==> src/rtl/bitstream_arg_decoder_if.sv <==
// Bundle of push/consume signals between a bitstream producer/consumer and bitstream_arg_decoder.
// Optional align input exists only when BITSTREAM_ARG_DECODER_ALIGN_EN is defined.
interface bitstream_arg_decoder_if #(
    parameter int WIDTH_IN  = 64,
    parameter int WIDTH_OUT = 64
);
    localparam int BW = $clog2(WIDTH_OUT + WIDTH_IN) + 1;
    localparam int PW = $clog2(WIDTH_OUT) + 1;

    // Handshake: a word on d is accepted at the edge where push=1 and full=0;
    // pop bits are consumed at the edge where 0 < pop (+pad) <= bits, otherwise nothing moves.
    logic                 push;
    logic [WIDTH_IN-1:0]  d;
    logic                 full;
    logic                 half_full;
    logic [WIDTH_OUT-1:0] q;
    logic                 ready;
    logic [BW-1:0]        bits;
    logic [PW-1:0]        pop;
    logic                 overflow;
    logic                 underflow;
`ifdef BITSTREAM_ARG_DECODER_ALIGN_EN
    logic                 align;

    modport master (
        output push, d, pop, align,
        input  full, half_full, q, ready, bits, overflow, underflow
    );
    modport slave (
        input  push, d, pop, align,
        output full, half_full, q, ready, bits, overflow, underflow
    );
`else
    modport master (
        output push, d, pop,
        input  full, half_full, q, ready, bits, overflow, underflow
    );
    modport slave (
        input  push, d, pop,
        output full, half_full, q, ready, bits, overflow, underflow
    );
`endif
endinterface

==> src/rtl/bitstream_arg_decoder.sv <==
// Word FIFO feeding a bit buffer that exposes the next WIDTH_OUT stream bits, LSB first.
// Define BITSTREAM_ARG_DECODER_ALIGN_EN to add the align input and consumed-bit phase tracking.
module bitstream_arg_decoder #(
    parameter int WIDTH_IN          = 64,
    parameter int WIDTH_OUT         = 64,
    parameter int DEPTH             = 32,
    parameter int ALMOST_FULL_COUNT = 16,
    parameter int ALIGN_BITS        = 8
) (
    input logic clk,
    input logic rst,
    bitstream_arg_decoder_if.slave bus
);
    localparam int CAP = WIDTH_OUT + WIDTH_IN;
    localparam int BW  = $clog2(CAP) + 1;
    localparam int AW  = $clog2(DEPTH);
    localparam int CW  = AW + 1;

    logic [WIDTH_IN-1:0] mem [DEPTH];
    logic [AW-1:0]       wr_ptr;
    logic [AW-1:0]       rd_ptr;
    logic [CW-1:0]       count;
    logic [CAP-1:0]      bit_buf;
    logic [BW-1:0]       bits_r;
    logic                overflow_r;
    logic                underflow_r;

    logic                full;
    logic                wr;
    logic                refill;
    logic                take;
    logic                under;
    logic [BW-1:0]       amt;
    logic [BW-1:0]       consumed;
    logic [BW-1:0]       remain;
    logic [CAP-1:0]      head_ext;
    logic [CAP-1:0]      buf_next;
    logic [BW-1:0]       bits_next;
    logic [CW-1:0]       count_next;

`ifdef BITSTREAM_ARG_DECODER_ALIGN_EN
    localparam int PHW = (ALIGN_BITS > 1) ? $clog2(ALIGN_BITS) : 1;
    logic [PHW-1:0] phase;
    logic [PHW-1:0] sum_lo;
    logic [PHW-1:0] pad;
`endif

    assign full = (count == CW'(DEPTH));
    assign wr   = bus.push && !full;

    always_comb begin
        amt = BW'(bus.pop);
`ifdef BITSTREAM_ARG_DECODER_ALIGN_EN
        sum_lo = '0;
        pad    = '0;
        if (bus.align) begin
            // Pad rounds the post-consume phase up to the next ALIGN_BITS boundary.
            sum_lo = phase + PHW'(bus.pop);
            pad    = PHW'(0) - sum_lo;
        end
        amt = BW'(bus.pop) + BW'(pad);
`endif
        take     = (amt != '0) && (amt <= bits_r);
        under    = (amt > bits_r);
        consumed = take ? amt : '0;
        remain   = bits_r - consumed;
        refill   = (count != '0) && ((int'(remain) + WIDTH_IN) <= CAP);
        head_ext = {{WIDTH_OUT{1'b0}}, mem[rd_ptr]};
        // Bits above bits_r are always zero, so OR-ing the new word in is safe.
        buf_next  = bit_buf >> consumed;
        bits_next = remain;
        if (refill) begin
            buf_next  = buf_next | (head_ext << remain);
            bits_next = remain + BW'(WIDTH_IN);
        end
        count_next = count + CW'(wr) - CW'(refill);
    end

    always_ff @(posedge clk or negedge rst) begin
        if (!rst) begin
            wr_ptr      <= '0;
            rd_ptr      <= '0;
            count       <= '0;
            bit_buf     <= '0;
            bits_r      <= '0;
            overflow_r  <= 1'b0;
            underflow_r <= 1'b0;
`ifdef BITSTREAM_ARG_DECODER_ALIGN_EN
            phase       <= '0;
`endif
        end else begin
            if (wr) wr_ptr <= wr_ptr + AW'(1);
            if (refill) rd_ptr <= rd_ptr + AW'(1);
            count   <= count_next;
            bit_buf <= buf_next;
            bits_r  <= bits_next;
            if (bus.push && full) overflow_r <= 1'b1;
            if (under) underflow_r <= 1'b1;
`ifdef BITSTREAM_ARG_DECODER_ALIGN_EN
            if (take) phase <= phase + PHW'(amt);
`endif
        end
    end

    always_ff @(posedge clk) begin
        if (wr) mem[wr_ptr] <= bus.d;
    end

    assign bus.full      = full;
    assign bus.half_full = (count >= CW'(ALMOST_FULL_COUNT));
    assign bus.q         = bit_buf[WIDTH_OUT-1:0];
    assign bus.ready     = (bits_r >= BW'(WIDTH_OUT));
    assign bus.bits      = bits_r;
    assign bus.overflow  = overflow_r;
    assign bus.underflow = underflow_r;
endmodule

==> src/flat_wrapper.sv <==
// flat-port wrapper written by rule: the top's interface ports become plain ports
module bitstream_arg_decoder_flat 
#(
    parameter int WIDTH_IN          = 64,
    parameter int WIDTH_OUT         = 64,
    parameter int DEPTH             = 32,
    parameter int ALMOST_FULL_COUNT = 16,
    parameter int ALIGN_BITS        = 8
)
  (clk, rst, bus_push, bus_d, bus_pop, bus_full, bus_half_full, bus_q, bus_ready, bus_bits, bus_overflow, bus_underflow);
  bitstream_arg_decoder_if #(.WIDTH_IN(WIDTH_IN), .WIDTH_OUT(WIDTH_OUT)) bus_i ();
  input logic clk;
  input logic rst;
  input wire logic [$bits(bus_i.push)-1:0] bus_push;
  input wire logic [$bits(bus_i.d)-1:0] bus_d;
  input wire logic [$bits(bus_i.pop)-1:0] bus_pop;
  output wire logic [$bits(bus_i.full)-1:0] bus_full;
  output wire logic [$bits(bus_i.half_full)-1:0] bus_half_full;
  output wire logic [$bits(bus_i.q)-1:0] bus_q;
  output wire logic [$bits(bus_i.ready)-1:0] bus_ready;
  output wire logic [$bits(bus_i.bits)-1:0] bus_bits;
  output wire logic [$bits(bus_i.overflow)-1:0] bus_overflow;
  output wire logic [$bits(bus_i.underflow)-1:0] bus_underflow;
  assign bus_i.push = bus_push;
  assign bus_i.d = bus_d;
  assign bus_i.pop = bus_pop;
  assign bus_full = bus_i.full;
  assign bus_half_full = bus_i.half_full;
  assign bus_q = bus_i.q;
  assign bus_ready = bus_i.ready;
  assign bus_bits = bus_i.bits;
  assign bus_overflow = bus_i.overflow;
  assign bus_underflow = bus_i.underflow;
  bitstream_arg_decoder #(.WIDTH_IN(WIDTH_IN), .WIDTH_OUT(WIDTH_OUT), .DEPTH(DEPTH), .ALMOST_FULL_COUNT(ALMOST_FULL_COUNT), .ALIGN_BITS(ALIGN_BITS)) u_core (.clk(clk), .rst(rst), .bus(bus_i));
endmodule
==> config.mk <==
export PLATFORM = sky130hd
export DESIGN_NAME = bitstream_arg_decoder_flat
export DESIGN_NICKNAME = d
export VERILOG_FILES = /design/src/rtl/bitstream_arg_decoder_if.sv /design/src/rtl/bitstream_arg_decoder.sv /design/src/flat_wrapper.sv
export SDC_FILE = /design/constraint.sdc
export NUM_CORES = 2
export LEC_CHECK = 0
export ABC_AREA = 1
export CAP_MARGIN = 25
export CORE_AREA = 3 3 512 514
export DETAILED_ROUTE_END_ITERATION = 8
export DIE_AREA = 0 0 515 517
export PLACE_DENSITY = 0.62
export SKIP_CTS_REPAIR_TIMING = 1
export SYNTH_ARGS = -nofsm -noshare
export SYNTH_HDL_FRONTEND = slang
export SYNTH_SLANG_ARGS = --single-unit
==> constraint.sdc <==
create_clock -name clk -period 14 [get_ports clk]
set_input_delay 2.8 -clock clk [delete_from_list [all_inputs] [get_ports clk]]
set_output_delay 2.8 -clock clk [all_outputs]
set_load 0.01 [all_outputs]
# After elaboration in Yosys (flattened, before gate mapping)
# Memories as Yosys holds them, arrays and structs flattened.
# Index checks and enable logic that the tools add are counted.
# totals
register_bits,154
ramBits,2048
input_bits,74
output_inout_bits,77
word_cells,36
memories,1
# op_classes
addsub,7
magnitude_cmp,5
eq_ne,1
shifts,2
n_mux,5
n_bitwise,1
n_reduce_logical,7
# memory_table
name,depth,width,read_ports,rd_ports_with_merged_regs,write_ports,line_no,text
u_core.mem,32,64,1,0,1,bitstream_arg_decoder.sv:19,logic [WIDTH_IN-1:0] mem [DEPTH];
# op_table
op,n
two-way mux 128 bit,1
OR 128 bit,1
left shift 64 x 8 -> 128 bit,1
>> shifter 128 x 8 -> 128 bit,1
less-or-equal comparator 32 x 9 -> 1 bit (second input constant),1
adder 5 x 1 -> 5 bit (second input constant),2
adder 8 x 7 -> 9 bit (second input constant),1
adder 8 x 7 -> 8 bit (second input constant),1
>= comparator 8 x 7 -> 1 bit (second input constant),1
greater-than comparator 7 x 8 -> 1 bit,1
less-or-equal comparator 7 x 8 -> 1 bit,1
two-way mux 8 bit,1
subtractor 8 bit,1
two-way mux 7 bit,1
nonzero test 7 bit,1
adder 6 x 1 -> 6 bit,1
equality test 6 bit (second input constant),1
>= comparator 6 x 5 -> 1 bit (second input constant),1
nonzero test 6 bit,1
subtractor 6 x 1 -> 6 bit,1
logical AND 1 bit,4
two-way mux 1 bit,2
zero test 1 bit,1

# Longest topological paths before layout
# logic_depth
word_depth,8
ltp_mapped,45
mapped_depth_nobuf,40

# Least setup slack after synthesis
# Ideal clock, no wire load.
# synth_path
path_type,input port to flip-flop
startpoint,input port bus_pop[0]
endpoint,register u_core.count[4]
setup_time_ns,0.122
arrival_time_ns,8.907
t_required_ns,13.878
path_slack_ns,4.970
cell_stages,41
n_path_buf,8
cell_sequence,buf_2 buf_1 buf_1 inv_1 ha_1 o21bai_1 nand2_1 nand2_1 nand2_1 nand2_1 nand2_1 buf_2 nand3_1 clkbuf_1 buf_1 ha_1 nand3_1 nand3_1 [5 not listed] clkbuf_1 ha_1 nand2_1 nor4_1 nand3_1 o21bai_2 nand2_2 inv_1 ha_1 inv_1 ha_1 inv_1 fa_1 inv_1 a21oi_1 nor2_1 nor2_1 xnor2_1
# synth_between
elab_chain_len,8
word_cells_on_any_way,9
classes_between,3 x add/sub; 2 x order compare; 1 x mux; 3 x reduce/logical
# synth_rtl
element,line_no,text
start: declaration,flat_wrapper.sv:16,input wire logic [$bits(bus_i.pop)-1:0] bus_pop;
less-or-equal comparator 7 x 8 -> 1 bit / nonzero test 7 bit (equally long branches),bitstream_arg_decoder.sv:63,take = (amt != '0) && (amt <= bits_r);
logical AND 1 bit,bitstream_arg_decoder.sv:63,
two-way mux 7 bit (*),bitstream_arg_decoder.sv:65,consumed = take ? amt : '0;
subtractor 8 bit (*),bitstream_arg_decoder.sv:66,remain = bits_r - consumed;
adder 8 x 7 -> 9 bit (*),bitstream_arg_decoder.sv:67,refill = (count != '0) && ((int'(remain) + WIDTH_IN) <= CAP);
less-or-equal comparator 32 x 9 -> 1 bit (*),bitstream_arg_decoder.sv:67,
logical AND 1 bit (*),bitstream_arg_decoder.sv:67,
subtractor 6 x 1 -> 6 bit (*),bitstream_arg_decoder.sv:76,count_next = count + CW'(wr) - CW'(refill);
via u_core.count_next[4],bitstream_arg_decoder.sv:39,logic [CW-1:0] count_next;
end signal: assignment,bitstream_arg_decoder.sv:94,count <= count_next;
end: declaration,bitstream_arg_decoder.sv:22,logic [CW-1:0] count;
# The timed path passes the listed nets; every way through them passes the cells marked *.
# A chain may end at the register's enable or synchronous reset.

# Worst setup path after layout
# layout_path
startpoint,input port bus_pop[2]
endpoint,register u_core.bit_buf[111]
# layout_between
elab_chain_len,8
word_cells_on_any_way,12
classes_between,2 x add/sub; 2 x order compare; 2 x shift; 2 x mux; 1 x bitwise; 3 x reduce/logical
# layout_rtl
element,line_no,text
less-or-equal comparator 7 x 8 -> 1 bit / nonzero test 7 bit (equally long branches),bitstream_arg_decoder.sv:63,
logical AND 1 bit,bitstream_arg_decoder.sv:63,
two-way mux 7 bit (*),bitstream_arg_decoder.sv:65,
subtractor 8 bit,bitstream_arg_decoder.sv:66,
adder 8 x 7 -> 9 bit,bitstream_arg_decoder.sv:67,
less-or-equal comparator 32 x 9 -> 1 bit,bitstream_arg_decoder.sv:67,
logical AND 1 bit,bitstream_arg_decoder.sv:67,
two-way mux 128 bit (*),bitstream_arg_decoder.sv:72,if (refill) begin
via u_core.buf_next[111],bitstream_arg_decoder.sv:37,logic [CAP-1:0] buf_next;
end signal: assignment,bitstream_arg_decoder.sv:95,bit_buf <= buf_next;
end: declaration,bitstream_arg_decoder.sv:23,logic [CAP-1:0] bit_buf;
# Marks and branches as above.

==> impl_metrics.csv <==
group,metric,value,unit
clock_network,cts_root_buf,"clkbuf_16",
route,drc_errors,0,
setup_path,path_class,"in2reg",
finish,mostFrequentLayoutCells,"nand3_1 (3538), nand2_1 (3074), edfxtp_1 (2048)",
synth,ys_warn_count,0,
timing,drv_slew,0,
placed_design,place_hpwl,232.2,mm
clock_network,cts_buffer_depth,3,
clock_network,cts.sinks,2202,
clock_network,clk_latency,950,ps
synth,yosysTopAreaCell,"edfxtp_1",
floorplan,core,257400,µm²
route,ant_nets,0,
timing,setup_viol,0,
synth,synth_area_leaders,"edfxtp_1 (60%), nand3_1 (17%), nand2_1 (11%), dfrtp_1 (3.7%), clkbuf_1 (1.4%)",
clock_network,cts_htree_levels,4,
setup_path,cp_max_fo,62,
finish,layout_commonest_cell,"nand3_1",
setup_path,worstPathArrival,10300,ps
global_routing,grt_pass1_wl,549.4,mm
synth,synth_top_cell_area_share,59.74,%
job,drv_cap,0,
synth,synthCells,10464,
setup_path,end_kind,"flip-flop",
floorplan,initial_core_util,40.00,%
route,drt-total-wl,386.0,mm
clock_network,clk_pin_slew,60,ps
global_routing,grt_use_total,28.23,%
finish,synthToLayoutAreaGrowth,11.22,%
route,vias,82416,
timing,period_needed,9505,ps
timing,fin_worst_skew,105.9,ps
synth,ys_types,40,
timing,period_share,67.89,%
route,drtIter0Drc,11785,
floorplan,die_area,266300,µm²
setup_path,cp_slowest_cell,"nor3_2",
synth,ys_seq_elements,2202,
timing,fmax,105.2,MHz
global_routing,grt_start_max_net_pins,209,
timing,slew_headroom,14.76,%
placed_design,numPortBuffers,150,
floorplan,die_h,517,µm
hold_path,holdCritPathClass,"reg2reg",
floorplan,die_w,515,µm
clock_network,numCtsBuffers,218,
timing,finalHoldViolCount,0,
route,via_per_inst,5.983,
timing,worst_pin_slew,1279,ps
timing,rsz0062_at_grt,"false",
floorplan,rows,186,
synth,synth_area_per_cell,9.839,µm²
setup_path,start_kind,"input port",
setup_path,max_stage_delay,750,ps
route,dr.pass1.iters,6,
global_routing,grt_pass1_vias,74744,
route,wl_per_cell,28.02,µm
placed_design,gp_congestion,1.046,
clock_network,tritoncts,"built",
global_routing,grt-ovfl-total,0,
finish,drive_above_1_share,5.624,%
setup_path,cpMostUsedCell,"nand2_1",
floorplan,ios,151,
outcome,status,"complete, no violations",
synth,synth-seq-area-share,63.48,%
timing,final.setup.tns,0,ps
setup_path,crit_required,14790,ps
synth,synth_area,103000,µm²
finish,nets,10313,
synth,synth_nets,10572,
global_routing,antenna_found_initial,15,
[cell type report]
class                           count  area (µm²)
Fill cell                       23939      142900
Sequential cell                  2202       65370
Multi-Input combinational cell   7308       33890
Clock buffer                      267        5702
Tap cell                         3384        4234
Timing Repair Buffer              341        3482
Clock inverter                    132        1265
Inverter                          134       550.5
Antenna cell                        8       20.02
[synthesized netlist by cell type (all sizes together)]
cell type / number
nor4: 1
and2: 4
nor2: 85
o211ai: 8
or2: 11
a211oi: 1
xnor2: 6
nand3: 3542
nand3b: 95
clkbuf: 397
nor3: 6
ha: 32
xor2: 11
o21ai: 30
o21bai: 2
dfrtp: 154
nand4: 148
a21oi: 245
clkinv: 3
buf: 423
o21a: 1
edfxtp: 2048
fa: 2
inv: 131
a31o: 1
nand2: 3077
[worst max-delay path, delay by kind of cell]
family | cells | cell delay (ps)
buf+inv | 7 | 2470
simple gates | 21 | 3500
fa+ha+maj | 3 | 930
compound gates | 3 | 480
[final timing paths]
| check | from | end | slack [ps] | cells after the start |
|---|---|---|---|---|
| min in group asynchronous | rst | u_core.bus.underflow | 1900 | 1 |
| max in group asynchronous | rst | u_core.wr_ptr[2] | 10740 | 3 |
| max | bus_pop[2] | u_core.bit_buf[111] | 4490 | 34 |
| max reg2reg | u_core.bus.bits[4] | u_core.bit_buf[111] | 6200 | 31 |
| min reg2reg | u_core.bus.overflow | u_core.bus.overflow | 500 | 1 |
| min | u_core.bus.overflow | u_core.bus.overflow | 500 | 1 |
[flip-flops by register name (all words and copies together), names as in the netlist]
signal / cells
u_core.bit_buf: 128
u_core.bus.bits: 8
u_core.bus.overflow: 1
u_core.bus.underflow: 1
u_core.count: 6
u_core.mem: 2048
u_core.rd_ptr: 5
u_core.wr_ptr: 5
[per-layer routing]
metal  wire, µm  global-route usage [%]  part of all wire (%)  vias to the layer above
met5        107                       0                 0.028                        -
met4      20960                   13.72                   5.4                       18
met3      38780                   5.854                    10                      825
met2     170800                   42.50                    44                     4623
met1     155300                   38.94                    40                    40341
li1           -                       -                     -                    36609
[metrics by stage]
stage	setup WS, ps	cells	hold slack, ps	area, µm²	util (%)
floorplan	4970	10464	501.0	103000	-
global placement	3793	13342	468.5	106900	41.51
detailed placement	3862	13343	494.8	106900	41.52
CTS	4803	13742	508.1	113800	44.23
global route	4032	13771	524.2	114500	44.48
finish	4495	13776	501.7	114500	44.49
[cells by family after synthesis]
group                    count (synthesis)  synth area share, %
flip-flops                            2202                63.48
AND/OR/NAND/NOR                       6969                30.50
AO/OA/AOI/OAI                          288                1.447
adder cells (fa/ha/maj)                 34               0.4278
buffers and inverters                  954                3.981
XOR/XNOR                                17               0.1629
Power is not shown: default switching activity piles up to over one toggle a cycle in this logic, so the estimate is an artifact.
